==> src/rtl/charbuf_writer_if.sv <==
// Character/attribute stream into the character-buffer writer, valid/ready handshake.
interface charbuf_writer_if;
  logic       in_valid;
  logic       in_ready;
  logic [7:0] in_char;
  logic [7:0] in_attr;

  modport master (output in_valid, output in_char, output in_attr, input in_ready);
  modport slave  (input in_valid, input in_char, input in_attr, output in_ready);
endinterface

==> src/rtl/charbuf_writer.sv <==
// charbuf_writer: write-port controller for the colour character buffer (cursor, control codes, clears).
// Latency: one cycle from stream handshake to buffer write and cursor update; CHARBUF_SCROLL_EN selects hardware scroll.
// Backpressure: in_ready low during full/line clears and on any cycle with clear_req.
module charbuf_writer #(
  parameter int         COLS       = 64,
  parameter int         ROWS       = 32,
  parameter int         ADDR_W     = 11,
  parameter logic [7:0] BLANK_CHAR = 8'h20,
  parameter logic [7:0] BLANK_ATTR = 8'h07
) (
  input  logic                      clk,
  input  logic                      rst_n,
  charbuf_writer_if.slave           in_if,
  input  logic                      clear_req,
  output logic                      busy,
  output logic                      wr_en,
  output logic [ADDR_W-1:0]         wr_addr,
  output logic [15:0]               wr_data,
  output logic [$clog2(COLS)-1:0]   cursor_col,
  output logic [$clog2(ROWS)-1:0]   cursor_row,
  output logic [$clog2(ROWS)-1:0]   row_base
);
  localparam int COL_W = $clog2(COLS);
  localparam int ROW_W = $clog2(ROWS);
  localparam int CNT_W = ADDR_W + 1;
  localparam logic [CNT_W-1:0] FULL_CNT = CNT_W'(COLS * ROWS);
  localparam logic [CNT_W-1:0] LINE_CNT = CNT_W'(COLS);
  localparam logic [15:0] BLANK   = {BLANK_ATTR, BLANK_CHAR};
  localparam logic [7:0]  CODE_BS = 8'h08;
  localparam logic [7:0]  CODE_LF = 8'h0A;
  localparam logic [7:0]  CODE_FF = 8'h0C;
  localparam logic [7:0]  CODE_CR = 8'h0D;

  typedef enum logic [1:0] {IDLE, FCLR, LCLR} state_t;
  state_t state, state_nxt;

  logic [CNT_W-1:0]  cnt, cnt_nxt;
  logic [COL_W-1:0]  col_nxt;
  logic [ROW_W-1:0]  row_nxt, lclr_row, lclr_row_nxt, phys_row;
  logic              wr_en_nxt;
  logic [ADDR_W-1:0] wr_addr_nxt;
  logic [15:0]       wr_data_nxt;
  logic              hs, is_cr, is_lf, is_bs, is_ff, printable;
  logic              start_fclr, advance, at_bottom;

  assign in_if.in_ready = (state == IDLE) && !clear_req;
  assign busy           = (state == FCLR);
  assign hs             = in_if.in_valid && in_if.in_ready;

  assign is_cr      = (in_if.in_char == CODE_CR);
  assign is_lf      = (in_if.in_char == CODE_LF);
  assign is_bs      = (in_if.in_char == CODE_BS);
  assign is_ff      = (in_if.in_char == CODE_FF);
  assign printable  = !(is_cr || is_lf || is_bs || is_ff);
  assign start_fclr = clear_req || (hs && is_ff);
  assign at_bottom  = (cursor_row == ROW_W'(ROWS - 1));
  assign advance    = hs && (is_lf || (printable && cursor_col == COL_W'(COLS - 1)));

`ifdef CHARBUF_SCROLL_EN
  logic [ROW_W-1:0] base_q, base_nxt;

  always_ff @(posedge clk or negedge rst_n) begin
    if (!rst_n) base_q <= '0;
    else        base_q <= base_nxt;
  end

  assign row_base = base_q;
  assign phys_row = base_q + cursor_row;
`else
  assign row_base = '0;
  assign phys_row = cursor_row;
`endif

  always_ff @(posedge clk or negedge rst_n) begin
    if (!rst_n) state <= IDLE;
    else        state <= state_nxt;
  end

  always_comb begin
    state_nxt = state;
    if (start_fclr) begin
      state_nxt = FCLR;
    end else begin
      unique case (state)
        IDLE:    if (advance && at_bottom) state_nxt = LCLR;
        FCLR:    if (cnt == FULL_CNT) state_nxt = IDLE;
        LCLR:    if (cnt == LINE_CNT) state_nxt = IDLE;
        default: state_nxt = IDLE;
      endcase
    end
  end

  always_comb begin
    wr_en_nxt    = 1'b0;
    wr_addr_nxt  = wr_addr;
    wr_data_nxt  = wr_data;
    col_nxt      = cursor_col;
    row_nxt      = cursor_row;
    cnt_nxt      = cnt;
    lclr_row_nxt = lclr_row;
`ifdef CHARBUF_SCROLL_EN
    base_nxt     = base_q;
`endif
    if (start_fclr) begin
      wr_en_nxt   = 1'b1;
      wr_addr_nxt = '0;
      wr_data_nxt = BLANK;
      cnt_nxt     = CNT_W'(1);
      col_nxt     = '0;
      row_nxt     = '0;
`ifdef CHARBUF_SCROLL_EN
      base_nxt    = '0;
`endif
    end else begin
      unique case (state)
        IDLE: if (hs) begin
          if (printable) begin
            wr_en_nxt   = 1'b1;
            wr_addr_nxt = {phys_row, cursor_col};
            wr_data_nxt = {in_if.in_attr, in_if.in_char};
            col_nxt     = cursor_col + COL_W'(1);
          end else if (is_cr || is_lf) begin
            col_nxt = '0;
          end else if (is_bs && cursor_col != '0) begin
            col_nxt = cursor_col - COL_W'(1);
          end
          if (advance) begin
            if (!at_bottom) begin
              row_nxt = cursor_row + ROW_W'(1);
            end else begin
`ifdef CHARBUF_SCROLL_EN
              base_nxt     = base_q + ROW_W'(1);
              lclr_row_nxt = base_nxt + row_nxt;
`else
              row_nxt      = '0;
              lclr_row_nxt = '0;
`endif
              // A wrapping printable already owns this cycle's write; the line clear starts next cycle.
              cnt_nxt = '0;
              if (!printable) begin
                wr_en_nxt   = 1'b1;
                wr_addr_nxt = {lclr_row_nxt, {COL_W{1'b0}}};
                wr_data_nxt = BLANK;
                cnt_nxt     = CNT_W'(1);
              end
            end
          end
        end
        FCLR: if (cnt != FULL_CNT) begin
          wr_en_nxt   = 1'b1;
          wr_addr_nxt = cnt[ADDR_W-1:0];
          wr_data_nxt = BLANK;
          cnt_nxt     = cnt + CNT_W'(1);
        end
        LCLR: if (cnt != LINE_CNT) begin
          wr_en_nxt   = 1'b1;
          wr_addr_nxt = {lclr_row, cnt[COL_W-1:0]};
          wr_data_nxt = BLANK;
          cnt_nxt     = cnt + CNT_W'(1);
        end
        default: ;
      endcase
    end
  end

  always_ff @(posedge clk or negedge rst_n) begin
    if (!rst_n) begin
      wr_en      <= 1'b0;
      wr_addr    <= '0;
      wr_data    <= '0;
      cursor_col <= '0;
      cursor_row <= '0;
      cnt        <= '0;
      lclr_row   <= '0;
    end else begin
      wr_en      <= wr_en_nxt;
      wr_addr    <= wr_addr_nxt;
      wr_data    <= wr_data_nxt;
      cursor_col <= col_nxt;
      cursor_row <= row_nxt;
      cnt        <= cnt_nxt;
      lclr_row   <= lclr_row_nxt;
    end
  end
endmodule

==> src/flat_wrapper.sv <==
// flat-port wrapper written by rule: the top's interface ports become plain ports
module charbuf_writer_flat 
#(
  parameter int         COLS       = 64,
  parameter int         ROWS       = 32,
  parameter int         ADDR_W     = 11,
  parameter logic [7:0] BLANK_CHAR = 8'h20,
  parameter logic [7:0] BLANK_ATTR = 8'h07
)
  (clk, rst_n, clear_req, busy, wr_en, wr_addr, wr_data, cursor_col, cursor_row, row_base, in_if_in_valid, in_if_in_char, in_if_in_attr, in_if_in_ready);
  charbuf_writer_if in_if_i ();
  input  logic clk;
  input  logic rst_n;
  input  logic clear_req;
  output logic busy;
  output logic wr_en;
  output logic [ADDR_W-1:0] wr_addr;
  output logic [15:0] wr_data;
  output logic [$clog2(COLS)-1:0] cursor_col;
  output logic [$clog2(ROWS)-1:0] cursor_row;
  output logic [$clog2(ROWS)-1:0] row_base;
  input wire logic [$bits(in_if_i.in_valid)-1:0] in_if_in_valid;
  input wire logic [$bits(in_if_i.in_char)-1:0] in_if_in_char;
  input wire logic [$bits(in_if_i.in_attr)-1:0] in_if_in_attr;
  output wire logic [$bits(in_if_i.in_ready)-1:0] in_if_in_ready;
  assign in_if_i.in_valid = in_if_in_valid;
  assign in_if_i.in_char = in_if_in_char;
  assign in_if_i.in_attr = in_if_in_attr;
  assign in_if_in_ready = in_if_i.in_ready;
  charbuf_writer #(.COLS(COLS), .ROWS(ROWS), .ADDR_W(ADDR_W), .BLANK_CHAR(BLANK_CHAR), .BLANK_ATTR(BLANK_ATTR)) u_core (.clk(clk), .rst_n(rst_n), .in_if(in_if_i), .clear_req(clear_req), .busy(busy), .wr_en(wr_en), .wr_addr(wr_addr), .wr_data(wr_data), .cursor_col(cursor_col), .cursor_row(cursor_row), .row_base(row_base));
endmodule
==> config.mk <==
export PLATFORM = sky130hd
export DESIGN_NAME = charbuf_writer_flat
export DESIGN_NICKNAME = d
export VERILOG_FILES = /design/src/rtl/charbuf_writer_if.sv /design/src/rtl/charbuf_writer.sv /design/src/flat_wrapper.sv
export SDC_FILE = /design/constraint.sdc
export NUM_CORES = 1
export LEC_CHECK = 0
export ABC_CLOCK_PERIOD_IN_PS = 3200
export BUFFER_PORTS_ARGS = -buffer_cell sky130_fd_sc_hd__clkbuf_2
export CAP_MARGIN = 0
export CORE_UTILIZATION = 45
export CTS_BUF_LIST = sky130_fd_sc_hd__clkbuf_16
export DETAILED_ROUTE_END_ITERATION = 10
export PLACE_DENSITY = 0.67
export SETUP_SLACK_MARGIN = 0.05
export SYNTH_ARGS = -nofsm -noshare
export SYNTH_HDL_FRONTEND = slang
export SYNTH_SLANG_ARGS = --single-unit
==> constraint.sdc <==
create_clock -name clk -period 3.2 [get_ports clk]
set_input_delay 0.16 -clock clk [delete_from_list [all_inputs] [get_ports clk]]
set_output_delay 0.16 -clock clk [all_outputs]
set_load 0.1 [all_outputs]
# Word-level counts from Yosys, hierarchy flattened
# Index checks and enable logic that the tools add are counted.
[word_totals] reg_bits=53 inputBits=20 output_inout_bits=46 word_cells=108
[op_classes] n_eq_ne=21 mux=51 addsub=4 reduce_logical=25
[ops] op="16-bit two-way mux" count=8
[ops] op="11-bit two-way mux" count=8
[ops] op="12-bit two-way mux" count=6
[ops] op="16-bit case mux with 3 select lines" count=1
[ops] op="6-bit two-way mux" count=6
[ops] op="12-bit case mux with 3 select lines" count=1
[ops] op="11-bit case mux with 3 select lines" count=1
[ops] op="8-bit by 4-bit equality test with 1-bit output (second input constant)" count=4
[ops] op="5-bit two-way mux" count=5
[ops] op="3-bit by 1-bit != test with 1-bit output (second input constant)" count=7
[ops] op="12-bit by 1-bit adder with 12-bit output (second input constant)" count=1
[ops] op="12-bit equality test (second input constant)" count=1
[ops] op="12-bit by 7-bit equality test with 1-bit output (second input constant)" count=1
[ops] op="12-bit != test (second input constant)" count=1
[ops] op="12-bit by 7-bit != test with 1-bit output (second input constant)" count=1
[ops] op="1-bit two-way mux" count=9
[ops] op="3-bit AND reduction" count=3
[ops] op="2-bit two-way mux" count=4
[ops] op="1-bit logical AND" count=7
[ops] op="6-bit by 1-bit adder with 6-bit output (second input constant)" count=1
[ops] op="6-bit equality test (second input constant)" count=1
[ops] op="2-bit case mux with 3 select lines" count=1
[ops] op="6-bit AND reduction" count=1
[ops] op="2-bit nonzero test" count=3
[ops] op="14 further kinds" count=19

# Logic depth before layout (Yosys ltp)
# Gate-level depths: netlist (run 1).
[logic_depth] ltp_word=12 mapped_depth=10 depth_no_buf=9

# Worst setup path before layout (run 1)
# No wires, ideal clock.
[synth_timing] path_kind="register -> register" start="register u_core.cursor_row[0]" end="register u_core.cnt[4]" setup_ps=128 path_stages_with_launch=10 path_buffers=0 required_time_ps=3072 t_arrival_ps=2767 setup_slack_ps=304 synth_period_minus_slack_ps=2896 cell_sequence="dfrtp_1 -> ha_1 -> and3_1 -> ha_1 -> nand4b_1 -> nor4_4 -> a31oi_2 -> a22o_2 -> o21ai_2 -> o31ai_2"
[synth_between] elab_chain_cells=3
[synth_lines] item="start: declaration" line_no="charbuf_writer.sv:20" text="output logic [$clog2(ROWS)-1:0] cursor_row,"
[synth_lines] item="start signal: assignment" line_no="charbuf_writer.sv:180" text="cursor_row <= row_nxt;"
[synth_lines] item="5-bit equality test" line_no="charbuf_writer.sv:56" text="assign at_bottom = (cursor_row == ROW_W'(ROWS - 1));"
[synth_lines] item="3-bit by 1-bit != test with 1-bit output (no source line)"
[synth_lines] item="6-bit AND reduction (no source line)"
[synth_lines] item="end signal: assignment" line_no="charbuf_writer.sv:181" text="cnt <= cnt_nxt;"
[synth_lines] item="end: declaration" line_no="charbuf_writer.sv:37" text="logic [CNT_W-1:0] cnt, cnt_nxt;"
# Every way passes these cells.
# A chain may end at the register's enable or synchronous reset.

# Worst setup path after layout (run 1)
[layout_timing] start="register u_core.state[1]" end="register u_core.wr_data[0]"
[layout_between] elab_chain_cells=8 word_cells_on_any_way=17 classes_between="5 x eq/ne; 4 x mux; 8 x reduce/logical"
[layout_lines] item="start: declaration" line_no="charbuf_writer.sv:35" text="state_t state, state_nxt;"
[layout_lines] item="start signal: assignment" line_no="charbuf_writer.sv:76" text="else state <= state_nxt;"
[layout_lines] item="2-bit zero test" line_no="charbuf_writer.sv:46, charbuf_writer.sv:115"
[layout_lines] item="1-bit logical AND" line_no="charbuf_writer.sv:46" text="assign in_if.in_ready = (state == IDLE) && !clear_req;"
[layout_lines] item="1-bit logical AND" line_no="charbuf_writer.sv:48" text="assign hs = in_if.in_valid && in_if.in_ready;"
[layout_lines] item="1-bit logical AND" line_no="charbuf_writer.sv:57" text="assign advance = hs && (is_lf || (printable && cursor_col == COL_W'(COLS - 1)));"
[layout_lines] item="16-bit two-way mux" line_no="charbuf_writer.sv:127" text="if (advance) begin"
[layout_lines] item="16-bit two-way mux" line_no="charbuf_writer.sv:116" text="IDLE: if (hs) begin"
[layout_lines] item="16-bit case mux with 3 select lines" line_no="charbuf_writer.sv:115" text="unique case (state)"
[layout_lines] item="16-bit two-way mux" line_no="charbuf_writer.sv:104" text="if (start_fclr) begin"
[layout_lines] item="end signal: assignment" line_no="charbuf_writer.sv:178" text="wr_data <= wr_data_nxt;"
[layout_lines] item="end: declaration" line_no="charbuf_writer.sv:18" text="output logic [15:0] wr_data,"
# Parallel ways exist; a longest one is shown, timed or not. The select of a mux whose other input is x is not followed.

==> flow_metrics.env, run 1 <==
export IMPL_status="finished with violations"
export IMPL_failed_checks="hold timing"
export IMPL_p_per_area_nw_per_um2=498
export IMPL_drc=0
export IMPL_grt_max_degree=34
export IMPL_critPathMostFrequentCell="buf_4"
export IMPL_synth_async_reset_ratio_pct=100
export IMPL_post_route_util_pct=54.3
export IMPL_mostFrequentLayoutCells="60 x nand2_1, 60 x clkbuf_2, 53 x dfrtp_1"
export IMPL_cp_required_ns=3.42
export IMPL_regArea_sq_um=1330
export IMPL_core_area_sq_um=7370
export IMPL_leakage_nw=1.83
export IMPL_p_seq_share_pct=38.4
export IMPL_multi_input_area_sq_um=1960
export IMPL_arrival_ns=2.87
export IMPL_dpl_hpwl_um=6460
export IMPL_setup_tns_ns=0
export IMPL_synthesis_instances=411
export IMPL_slowest_stage="a211oi_2"
export IMPL_drtAntennaViolNets=0
export IMPL_syn_to_final_growth_pct=15.0
export IMPL_cts_setup_buffers=0
export IMPL_synth_edff_count=0
export IMPL_hold_buffers=0
export IMPL_setup_violations=0
export IMPL_wirelength_um=8970
export IMPL_grt_first_pass_wirelength_um=15000
export IMPL_holdWs_ns=-0.0265
export IMPL_crit_chain="inv_1 > ha_1 > buf_4 > or2_2 > o2bb2ai_1 > buf_4 > a211oi_2 > nand2_1 > a21oi_1"
export IMPL_stdcell_count=559
export IMPL_cts_made_buffers=5
export IMPL_peakVddDrop_mv=0.249
export IMPL_post_route_period_util_pct=83.0
export IMPL_skew_ns=0.00514
export IMPL_critPathCaptureType="register"
export IMPL_grt_pass1_vias=3019
export IMPL_period_needed_ns=2.65
export IMPL_rows=31
export IMPL_rsz0062_at_grt="no"
export IMPL_cpPeakStageDelay_ns=0.84
export IMPL_die_w_um=90.0
export IMPL_drv_slew=0
export IMPL_gp_congestion=0.877
export IMPL_relSlewSlack_pct=34.9
export IMPL_post_cts_resized=0
export IMPL_overflow=0
export IMPL_dpl_cell_count=551
export IMPL_vias=3258
export IMPL_finalHoldViolations=32
export IMPL_synth_area_sq_um=3480
export IMPL_worstMarginPinSlew_ns=0.974
export IMPL_crit_fanout=16
export IMPL_hold_path_class="in -> async"
export IMPL_power_switching_mw=0.777
export IMPL_total_power_mw=2.00
export IMPL_clk_latency_ns=0.29
export IMPL_synth_avg_cell_area_sq_um=8.48
export IMPL_startpoint_type="register"
export IMPL_numPortBuffers=60
export IMPL_clockRootBuffer="clkbuf_16"
export IMPL_drt_iter0_drc=176
export IMPL_io_pins=66
export IMPL_layout_nets=490
export IMPL_post_drt_wl_per_cell_um=16.0
export IMPL_worstSetupPathType="reg -> reg"
export IMPL_clock_sinks=53
export IMPL_pwr_share_comb_pct=30.8
export IMPL_die_h_um=90.0
export IMPL_sw_frac_of_total_pct=39.0
export IMPL_ys_ff_latch=53
export IMPL_htree_levels=2
export IMPL_num_antenna_cells=0
export IMPL_grtUsageTotal_pct=22.6
export IMPL_start_util_pct=47.3
export IMPL_dieArea_sq_um=8100
export IMPL_ys_seq_area_share_pct=38.1
export IMPL_vias_per_cell=5.83
export IMPL_drt_pass1_iter_count=5
export IMPL_grt_antenna_before_repair=0
export IMPL_fillers=708
export IMPL_p_clk_share_pct=30.8
export IMPL_clkTransAtPathRegs_ns=0.07
export IMPL_ys_flop_type="dfrtp_1"
export IMPL_fmax_mhz=377
export IMPL_yosys_warnings=0
export IMPL_maxCapViolCount=0
export IMPL_drive_gt1_share_pct=21.7
export IMPL_intPower_mw=1.22
export IMPL_yosys_cell_types_count=67
export IMPL_cts_buffer_depth=2
export IMPL_cts_tree="built"
## metrics by stage
step	instance area [sq um]	setup WS [ns]	hold WS, ns
final	4010	0.545	-0.0265
after global routing	4010	0.315	0.0471
after CTS	4010	0.562	0.00711
after detailed placement	3840	0.587	0.318
after global placement	3840	0.661	0.313
after floorplan	3500	0.304	-0.136
## critical path, delay by kind of cell (launching register included)
kind	cells	cell delay, ns
and+or+nand+nor	2	0.43
adders and majority gates	1	0.15
buffers and inverters	3	0.48
DFF	1	0.40
AOI/OAI and AO/OA	3	1.11
## layer usage
layer	part of all wire [%]	GRT usage [%]	up-vias
li1	-	-	1577
met1	47	32.0	1561
met2	46	36.2	107
met3	4.8	3.55	13
met4	1.6	5.78	0
met5	0	0	-
## synthesized netlist by cell type (all sizes together), types with 2 or more instances
cell type,n,area share [%]
nand2,60,6.5
dfrtp,53,38
o21ai,43,6.4
nor2,30,3.2
nand3,23,3.4
a21oi,22,3.5
buf,18,3.3
clkbuf,17,1.9
ha,11,4.0
a21boi,10,2.2
a32o,10,2.9
inv,10,1.1
a31oi,9,1.8
and3,7,1.3
nor3b,7,1.7
o31ai,6,1.6
nor3,5,0.72
o22ai,5,0.90
a221oi,4,1.0
and2,4,0.72
o211ai,4,1.0
o2bb2ai,4,1.0
a211oi,3,0.93
mux2i,3,0.86
nand2b,3,0.54
nor4,3,0.97
a21o,2,0.43
a22oi,2,0.43
and3b,2,0.50
and4,2,0.50
nand3b,2,0.43
nand4,2,0.36
nor2b,2,0.36
o21bai,2,0.54
o22a,2,0.50
or2,2,0.36
## worst paths after layout
check,from,to,slack [ns],cells past startpoint
worst max-delay path,u_core.state[1],u_core.wr_data[0],0.55,9
worst min-delay path,rst_n,u_core.cnt[9],-0.03,1
worst max register to register,u_core.state[1],u_core.wr_data[0],0.55,9
worst min register to register,u_core.wr_addr[6],u_core.wr_addr[6],0.52,1
max in group asynchronous,rst_n,u_core.cursor_col[5],2.43,2
min in group clk,in_if_in_attr[7],u_core.wr_data[15],0.08,3
## sequential cells by signal, summed over array words and instances, names as in the netlist
name	cells
u_core.wr_addr	11
u_core.wr_data	16
u_core.cursor_col	6
u_core.wr_en	1
u_core.state	2
u_core.cursor_row	5
u_core.cnt	12
## kinds of logic after synthesis
group / count (synthesis) / synth area share, %
DFF: 53 / 38.1
adders and majority gates: 11 / 3.95
buffers and inverters: 45 / 6.29
muxes: 4 / 1.19
xor gates and xnor gates: 1 / 0.251
and+or+nand+nor: 159 / 22.8
other: 1 / 0.108
AOI/OAI and AO/OA: 137 / 27.3
## layout make-up
class	count	share of cell area, %
tap	99	3.09
clock buffer	5	3.12
clock inverter	3	1.03
multi-input combinational	317	49.0
sequential	53	33.1
inverter	10	0.937
timing repair buffer	72	9.75
## power by group through the flow
stage	Sequential, mW	Combinational, mW	Clock, mW
floorplan	0.968	0.288	0
global placement	0.777	0.603	0
detailed placement	0.779	0.612	0
CTS	0.765	0.613	0.629
global route	0.774	0.657	0.653
finish	0.767	0.615	0.614
(Power assumes the default switching activity.)
==> run 2: changes to the inputs <==
--- a/config.mk
+++ b/config.mk
@@ -5,13 +5,14 @@
 export SDC_FILE = /design/constraint.sdc
 export NUM_CORES = 1
 export LEC_CHECK = 0
-export ABC_CLOCK_PERIOD_IN_PS = 3200
+export ABC_AREA = 1
+export ABC_CLOCK_PERIOD_IN_PS = 2220
 export BUFFER_PORTS_ARGS = -buffer_cell sky130_fd_sc_hd__clkbuf_2
 export CAP_MARGIN = 0
 export CORE_UTILIZATION = 45
 export CTS_BUF_LIST = sky130_fd_sc_hd__clkbuf_16
 export DETAILED_ROUTE_END_ITERATION = 10
-export PLACE_DENSITY = 0.67
+export PLACE_DENSITY = 0.69
 export SETUP_SLACK_MARGIN = 0.05
 export SYNTH_ARGS = -nofsm -noshare
 export SYNTH_HDL_FRONTEND = slang
==> constraint.sdc (replaced) <==
create_clock -name clk -period 2.22 [get_ports clk]
set_input_delay 0.111 -clock clk [delete_from_list [all_inputs] [get_ports clk]]
set_output_delay 0.111 -clock clk [all_outputs]
set_load 0.1 [all_outputs]
==> run 2 against run 1 <==
The run now ends clean. Wire length is 13% higher. Register-to-register slack lost 0.38 ns. Final cell count rose by 29%. Setup slack got worse by 0.38 ns. Critical path depth increased by 3. Hold slack better by 0.057 ns. Sequential power rose by 66%. Largest cell class unchanged.
==> flow_metrics.env, run 2 <==
export IMPL_layout_nets=647
export IMPL_p_seq_share_pct=29.3
export IMPL_arrival_ns=2.29
export IMPL_numPortBuffers=60
export IMPL_top_usage_layer="met2"
export IMPL_grt_first_pass_wirelength_um=16200
export IMPL_grt_antenna_before_repair=0
export IMPL_synth_edff_count=0
export IMPL_drive_gt1_share_pct=22.0
export IMPL_gp_congestion=0.865
export IMPL_crit_family="simple AND/OR/NAND/NOR gates"
export IMPL_yosys_cell_types_count=39
export IMPL_maxCapViolCount=0
export IMPL_gr_usage_met2_pct=40.8
export IMPL_final_common_cell="nand2_1"
export IMPL_setup_tns_ns=0
export IMPL_ys_ff_latch=53
export IMPL_critPathBufInv=2
export IMPL_largest_registers="u_core.wr_data: 16 flops, u_core.cnt: 12 flops, u_core.wr_addr: 11 flops"
export IMPL_fmax_mhz=486
export IMPL_post_drt_wl_per_cell_um=14.1
export IMPL_synthesis_instances=546
export IMPL_cts_made_buffers=5
export IMPL_post_route_util_pct=54.7
export IMPL_worstSetupPathType="reg -> reg"
export IMPL_worstMarginPinSlew_ns=0.563
export IMPL_cts_buffer_depth=2
export IMPL_die_h_um=94.0
export IMPL_grt_pass1_vias=3461
export IMPL_grtUsageTotal_pct=23.2
export IMPL_p_clk_share_pct=20.2
export IMPL_power_switching_mw=2.23
export IMPL_fillers=798
export IMPL_synth_avg_cell_area_sq_um=6.97
export IMPL_startpoint_type="register"
export IMPL_multi_input_area_sq_um=2130
export IMPL_grt_max_degree=54
export IMPL_grt_use_met3_pct=3.07
export IMPL_stdcell_count=722
export IMPL_regArea_sq_um=1330
export IMPL_regMostFlops="u_core.wr_data"
export IMPL_io_pins=66
export IMPL_core_area_sq_um=8220
export IMPL_largest_register_ff_count=16
export IMPL_yosysMostFrequentCell="nand2_1"
export IMPL_clockRootBuffer="clkbuf_16"
export IMPL_sw_frac_of_total_pct=51.7
export IMPL_syn_to_final_growth_pct=18.2
export IMPL_intPower_mw=2.09
export IMPL_finalHoldViolations=0
export IMPL_wirelength_um=10200
export IMPL_setup_violations=0
export IMPL_slowest_stage="dfrtp_1"
export IMPL_dpl_hpwl_um=7440
export IMPL_yosysTopAreaCell="dfrtp_1"
export IMPL_clock_sinks=53
export IMPL_drtAntennaViolNets=0
export IMPL_post_route_period_util_pct=92.6
export IMPL_period_needed_ns=2.06
export IMPL_critPathMostFrequentCell="nand3_4"
export IMPL_critPathCaptureType="register"
export IMPL_peakVddDrop_mv=0.372
export IMPL_vias=3729
export IMPL_num_antenna_cells=0
export IMPL_p_per_area_nw_per_um2=960
export IMPL_cpPeakStageDelay_ns=0.41
export IMPL_synth_async_reset_ratio_pct=100
export IMPL_vias_per_cell=5.16
export IMPL_htree_levels=2
export IMPL_crit_chain="inv_1 > ha_1 > nand2_1 > nor2_4 > nand3_4 > nand2_8 > inv_4 > nand3_4 > nand3_4 > nor2_4 > nand3_1 > nand2_1"
export IMPL_drt_iter0_drc=262
export IMPL_cp_required_ns=2.45
export IMPL_skew_ns=0.00615
export IMPL_dpl_cell_count=702
export IMPL_pwr_share_comb_pct=50.5
export IMPL_yosys_warnings=0
export IMPL_rsz0062_at_grt="no"
export IMPL_synth_area_leaders="dfrtp_1 35%, nand2_1 16%, nand3_1 7.4%"
export IMPL_drt_pass1_iter_count=5
export IMPL_rrSetupSlack_ns=0.16
export IMPL_leakage_nw=2.33
export IMPL_cts_tree="built"
export IMPL_relSlewSlack_pct=62.6
export IMPL_clk_latency_ns=0.29
export IMPL_ys_flop_type="dfrtp_1"
export IMPL_mostFrequentLayoutCells="164 x nand2_1, 62 x inv_1, 60 x clkbuf_2"
export IMPL_dieArea_sq_um=8830
export IMPL_synth_top_cell_area_share_pct=34.9
export IMPL_start_util_pct=46.3
export IMPL_status="finished clean"
export IMPL_synth_area_sq_um=3800
export IMPL_hold_path_class="in -> reg"
export IMPL_die_w_um=94.0
export IMPL_clkTransAtPathRegs_ns=0.07
export IMPL_rows=33
export IMPL_grtUsageMet1_pct=29.4
export IMPL_crit_fanout=7
export IMPL_overflow=0
export IMPL_ys_seq_area_share_pct=34.9
export IMPL_yosys_top_cells_count="165 x nand2_1, 62 x inv_1, 56 x nand3_1"
export IMPL_drv_slew=0
export IMPL_drc=0
-- run 2: changes by cell type after synthesis, sizes merged, moves of 7 or more --
| cell | previous run | this run |
|---|---|---|
| a31oi | 9 | 0 |
| nand3 | 23 | 63 |
| o21ai | 43 | 32 |
| nand4 | 2 | 14 |
| and3 | 7 | 0 |
| a21oi | 22 | 10 |
| a21boi | 10 | 0 |
| clkbuf | 17 | 1 |
| nand2 | 60 | 173 |
| inv | 10 | 68 |
| a32o | 10 | 0 |
| nor2 | 30 | 69 |
-- run 2: metal layers --
layer  routed length (um)  up-vias
li1                     -     1861
met1                 4560     1738
met2                 5020      108
met3                  399       22
met4                  184        0
met5                    0        -
-- run 2: through the flow --
stage	hold slack, ns	power, mW	area [sq um]	setup WS, ns
after global routing	0.0513	4.55	4500	0.0319
after global placement	0.133	3.38	4190	0.191
after detailed placement	0.136	3.40	4190	0.0653
after CTS	0.0288	4.29	4370	0.0587
final	0.0304	4.32	4500	0.163
after floorplan	-0.185	3.03	3830	0.111
-- run 2: area by class of cell --
type,instances,area share [%]
Clock buffer,5,2.78
Clock inverter,3,0.918
Inverter,68,5.90
Multi-Input combinational cell,407,47.3
Sequential cell,53,29.6
Tap cell,105,2.92
Timing Repair Buffer,81,10.5
-- run 2: power groups by stage --
stage	Sequential [mW]	Combinational, mW	Clock (mW)
after floorplan	2.22	0.806	0
after global placement	1.27	2.10	0
after detailed placement	1.28	2.12	0
after CTS	1.27	2.13	0.893
after global routing	1.29	2.33	0.935
final	1.27	2.18	0.873
-- run 2: cells by family after synthesis --
family | after synthesis | synth area share [%]
other cells | 1 | 0.0986
buf+inv | 91 | 11.0
flops | 53 | 34.9
xor+xnor | 8 | 1.84
simple gates | 333 | 41.6
compound gates | 49 | 6.91
fa+ha+maj | 11 | 3.62
-- run 2: final timing paths --
path                                    from              endpoint  depth (start not counted)
max                          u_core.state[0]     u_core.wr_addr[1]                         12
min                         in_if_in_attr[2]    u_core.wr_data[10]                          3
max reg2reg                  u_core.state[0]     u_core.wr_addr[1]                         12
min reg2reg                u_core.wr_data[5]     u_core.wr_data[5]                          2
max in group asynchronous              rst_n  u_core.cursor_col[1]                          3
min in group asynchronous              rst_n     u_core.wr_data[6]                          3
-- run 2: repair_timing --
item,in CTS,in global routing
gates resized for setup,0,8
hold buffers,1,0
setup endpoints to repair,0,34
buffers inserted,0,10
endpoints found under the hold margin,53,0
-- run 2: worst min-delay path, cell delays in order --
cell and delay, ns:
clkbuf_2 0.08, nand2_1 0.04, nand3_1 0.05
==> run 3: changes to the inputs <==
--- a/config.mk
+++ b/config.mk
@@ -9,6 +9,7 @@
 export ABC_CLOCK_PERIOD_IN_PS = 2220
 export BUFFER_PORTS_ARGS = -buffer_cell sky130_fd_sc_hd__clkbuf_2
 export CAP_MARGIN = 0
+export CORE_MARGIN = 4
 export CORE_UTILIZATION = 45
 export CTS_BUF_LIST = sky130_fd_sc_hd__clkbuf_16
 export DETAILED_ROUTE_END_ITERATION = 10
==> run 3 against run 2 <==
Critical path depth stayed put. Final cell count is 1.5% lower. Clock power is 8.4% lower. Register-to-register slack better by 0.08 ns. Design area is 3.0% lower. Critical path type unchanged. Global-route usage is 2.7 points lower. Flip-flop and latch count stayed put. Clock skew is 0.0036 ns higher. Sequential power hardly changed.
==> flow_metrics.env, run 3 (same netlist as run 2, synthesis figures left out) <==
export IMPL_cts_tree="built"
export IMPL_relSlewSlack_pct=59.0
export IMPL_total_power_mw=4.19
export IMPL_cts_buffer_depth=2
export IMPL_post_drt_wl_per_cell_um=13.6
export IMPL_wirelength_um=9700
export IMPL_crit_fanout=13
export IMPL_leakage_nw=2.26
export IMPL_hold_path_class="in -> reg"
export IMPL_dpl_hpwl_um=7370
export IMPL_mostFrequentLayoutCells="165 x nand2_1, 62 x inv_1, 60 x clkbuf_2"
export IMPL_start_util_pct=46.3
export IMPL_overflow=0
export IMPL_vias_per_cell=5.11
export IMPL_startpoint_type="register"
export IMPL_slowest_stage="dfrtp_1"
export IMPL_die_h_um=100
export IMPL_post_route_period_util_pct=89.2
export IMPL_largest_register_ff_count=16
export IMPL_p_clk_share_pct=19.1
export IMPL_clock_sinks=53
export IMPL_numPortBuffers=60
export IMPL_num_antenna_cells=0
export IMPL_p_per_area_nw_per_um2=960
export IMPL_maxCapViolCount=0
export IMPL_critPathBufInv=3
export IMPL_grt_antenna_before_repair=0
export IMPL_layout_nets=636
export IMPL_clockRootBuffer="clkbuf_16"
export IMPL_setup_tns_ns=0
export IMPL_grt_first_pass_wirelength_um=16600
export IMPL_fmax_mhz=505
export IMPL_rows=33
export IMPL_critPathCaptureType="register"
export IMPL_die_w_um=100
export IMPL_drtAntennaViolNets=0
export IMPL_vias=3634
export IMPL_worstSetupPathType="reg -> reg"
export IMPL_period_needed_ns=1.98
export IMPL_drc=0
export IMPL_pwr_share_comb_pct=50.7
export IMPL_drive_gt1_share_pct=20.8
export IMPL_arrival_ns=2.21
export IMPL_clkTransAtPathRegs_ns=0.08
export IMPL_worstMarginPinSlew_ns=0.615
export IMPL_drv_slew=0
export IMPL_critPathMostFrequentCell="nand2_1"
export IMPL_final_common_cell="nand2_1"
export IMPL_skew_ns=0.00979
export IMPL_power_switching_mw=2.24
export IMPL_gp_congestion=0.919
export IMPL_status="finished clean"
export IMPL_crit_family="simple AND/OR/NAND/NOR gates"
export IMPL_regMostFlops="u_core.wr_data"
export IMPL_core_area_sq_um=8220
export IMPL_setup_violations=0
export IMPL_io_pins=66
export IMPL_cpPeakStageDelay_ns=0.40
export IMPL_dieArea_sq_um=9990
export IMPL_sw_frac_of_total_pct=53.4
export IMPL_cts_made_buffers=5
export IMPL_cp_required_ns=2.45
export IMPL_intPower_mw=1.95
export IMPL_peakVddDrop_mv=0.344
export IMPL_grtUsageTotal_pct=20.5
export IMPL_rsz0062_at_grt="yes"
export IMPL_drt_iter0_drc=175
export IMPL_drt_pass1_iter_count=5
export IMPL_grt_max_degree=33
export IMPL_crit_chain="inv_1 > ha_1 > nand2_1 > nor2_4 > nand3_4 > nand2_4 > inv_4 > buf_4 > nand2_1 > nor3_1 > nand3_1 > nand2_1"
export IMPL_clk_latency_ns=0.30
export IMPL_largest_registers="u_core.wr_data: 16 flops, u_core.cnt: 12 flops, u_core.wr_addr: 11 flops"
export IMPL_fillers=821
export IMPL_htree_levels=2
export IMPL_finalHoldViolations=0
export IMPL_grt_pass1_vias=3473
export IMPL_post_route_util_pct=53.1
export IMPL_p_seq_share_pct=30.2
export IMPL_syn_to_final_growth_pct=14.7
-- run 3: cell count changes in the layout (fill, tap and decap cells not counted) --
cell,delta
nand2_1,+1
nand4_2,+2
buf_4,-11
clkinv_1,-1
nor2_2,+1
nor2_4,-1
bufinv_16,-1
inv_4,+1
clkinv_4,+1
nor3b_1,-1
nor3b_2,+1
nand2_8,-1
nand4_4,-2
-- run 3: worst min-delay path, cell delays in order --
cell and delay [ns]:
clkbuf_2 0.08, nand2_1 0.05, nand3_1 0.06
-- run 3: final cells by class --
| cell class | instances | area, sq um | share of cell area [%] |
|---|---|---|---|
| Timing Repair Buffer | 70 | 390 | 8.95 |
| Inverter | 68 | 263 | 6.02 |
| Tap cell | 105 | 131 | 3.01 |
| Sequential cell | 53 | 1330 | 30.5 |
| Multi-Input combinational cell | 407 | 2100 | 48.0 |
| Clock inverter | 3 | 25.0 | 0.574 |
| Clock buffer | 5 | 125 | 2.87 |
-- run 3: worst paths after layout --
path | from | end | slack [ns] | cells after the start
setup reg to reg | u_core.state[0] | u_core.cnt[5] | 0.24 | 12
max in group asynchronous | rst_n | u_core.cursor_row[0] | 1.28 | 3
min in group asynchronous | rst_n | u_core.wr_data[13] | 0.36 | 2
hold / removal | in_if_in_attr[1] | u_core.wr_data[9] | 0.03 | 3
setup / recovery | u_core.state[0] | u_core.cnt[5] | 0.24 | 12
hold reg to reg | u_core.wr_data[9] | u_core.wr_data[9] | 0.50 | 2
-- run 3: metrics by stage --
stage / hold slack [ns] / std cells / setup WS [ns] / instance area (sq um)
detailed placement: 0.146 / 699 / 0.184 / 4170
CTS: 0.0230 / 708 / 0.158 / 4330
floorplan: -0.185 / 550 / 0.111 / 3830
global route: 0.0294 / 711 / 0.0362 / 4360
global placement: 0.138 / 699 / 0.289 / 4170
finish: 0.0263 / 711 / 0.240 / 4360
-- run 3: power by group through the flow --
stage / logic, mW / registers [mW] / clock network, mW
final: 2.12 / 1.27 / 0.800
after global routing: 2.28 / 1.29 / 0.871
after CTS: 2.11 / 1.27 / 0.833
after detailed placement: 2.10 / 1.29 / 0
after global placement: 2.10 / 1.28 / 0
after floorplan: 0.806 / 2.22 / 0
-- run 3: routing by layer --
| layer | vias up | wire length (um) | track usage (%) |
|---|---|---|---|
| li1 | 1846 | - | - |
| met1 | 1674 | 4430 | 27.5 |
| met2 | 104 | 4540 | 33.2 |
| met3 | 10 | 597 | 4.03 |
| met4 | 0 | 133 | 6.72 |
| met5 | - | 0 | 0 |
-- run 3: repair_timing --
action | in CTS | in global routing
hold buffers | 1 | 0
setup buffers | 0 | 2
endpoints found under the hold margin | 21 | 0
endpoints found under the setup margin | 0 | 22
resized for setup | 0 | 2
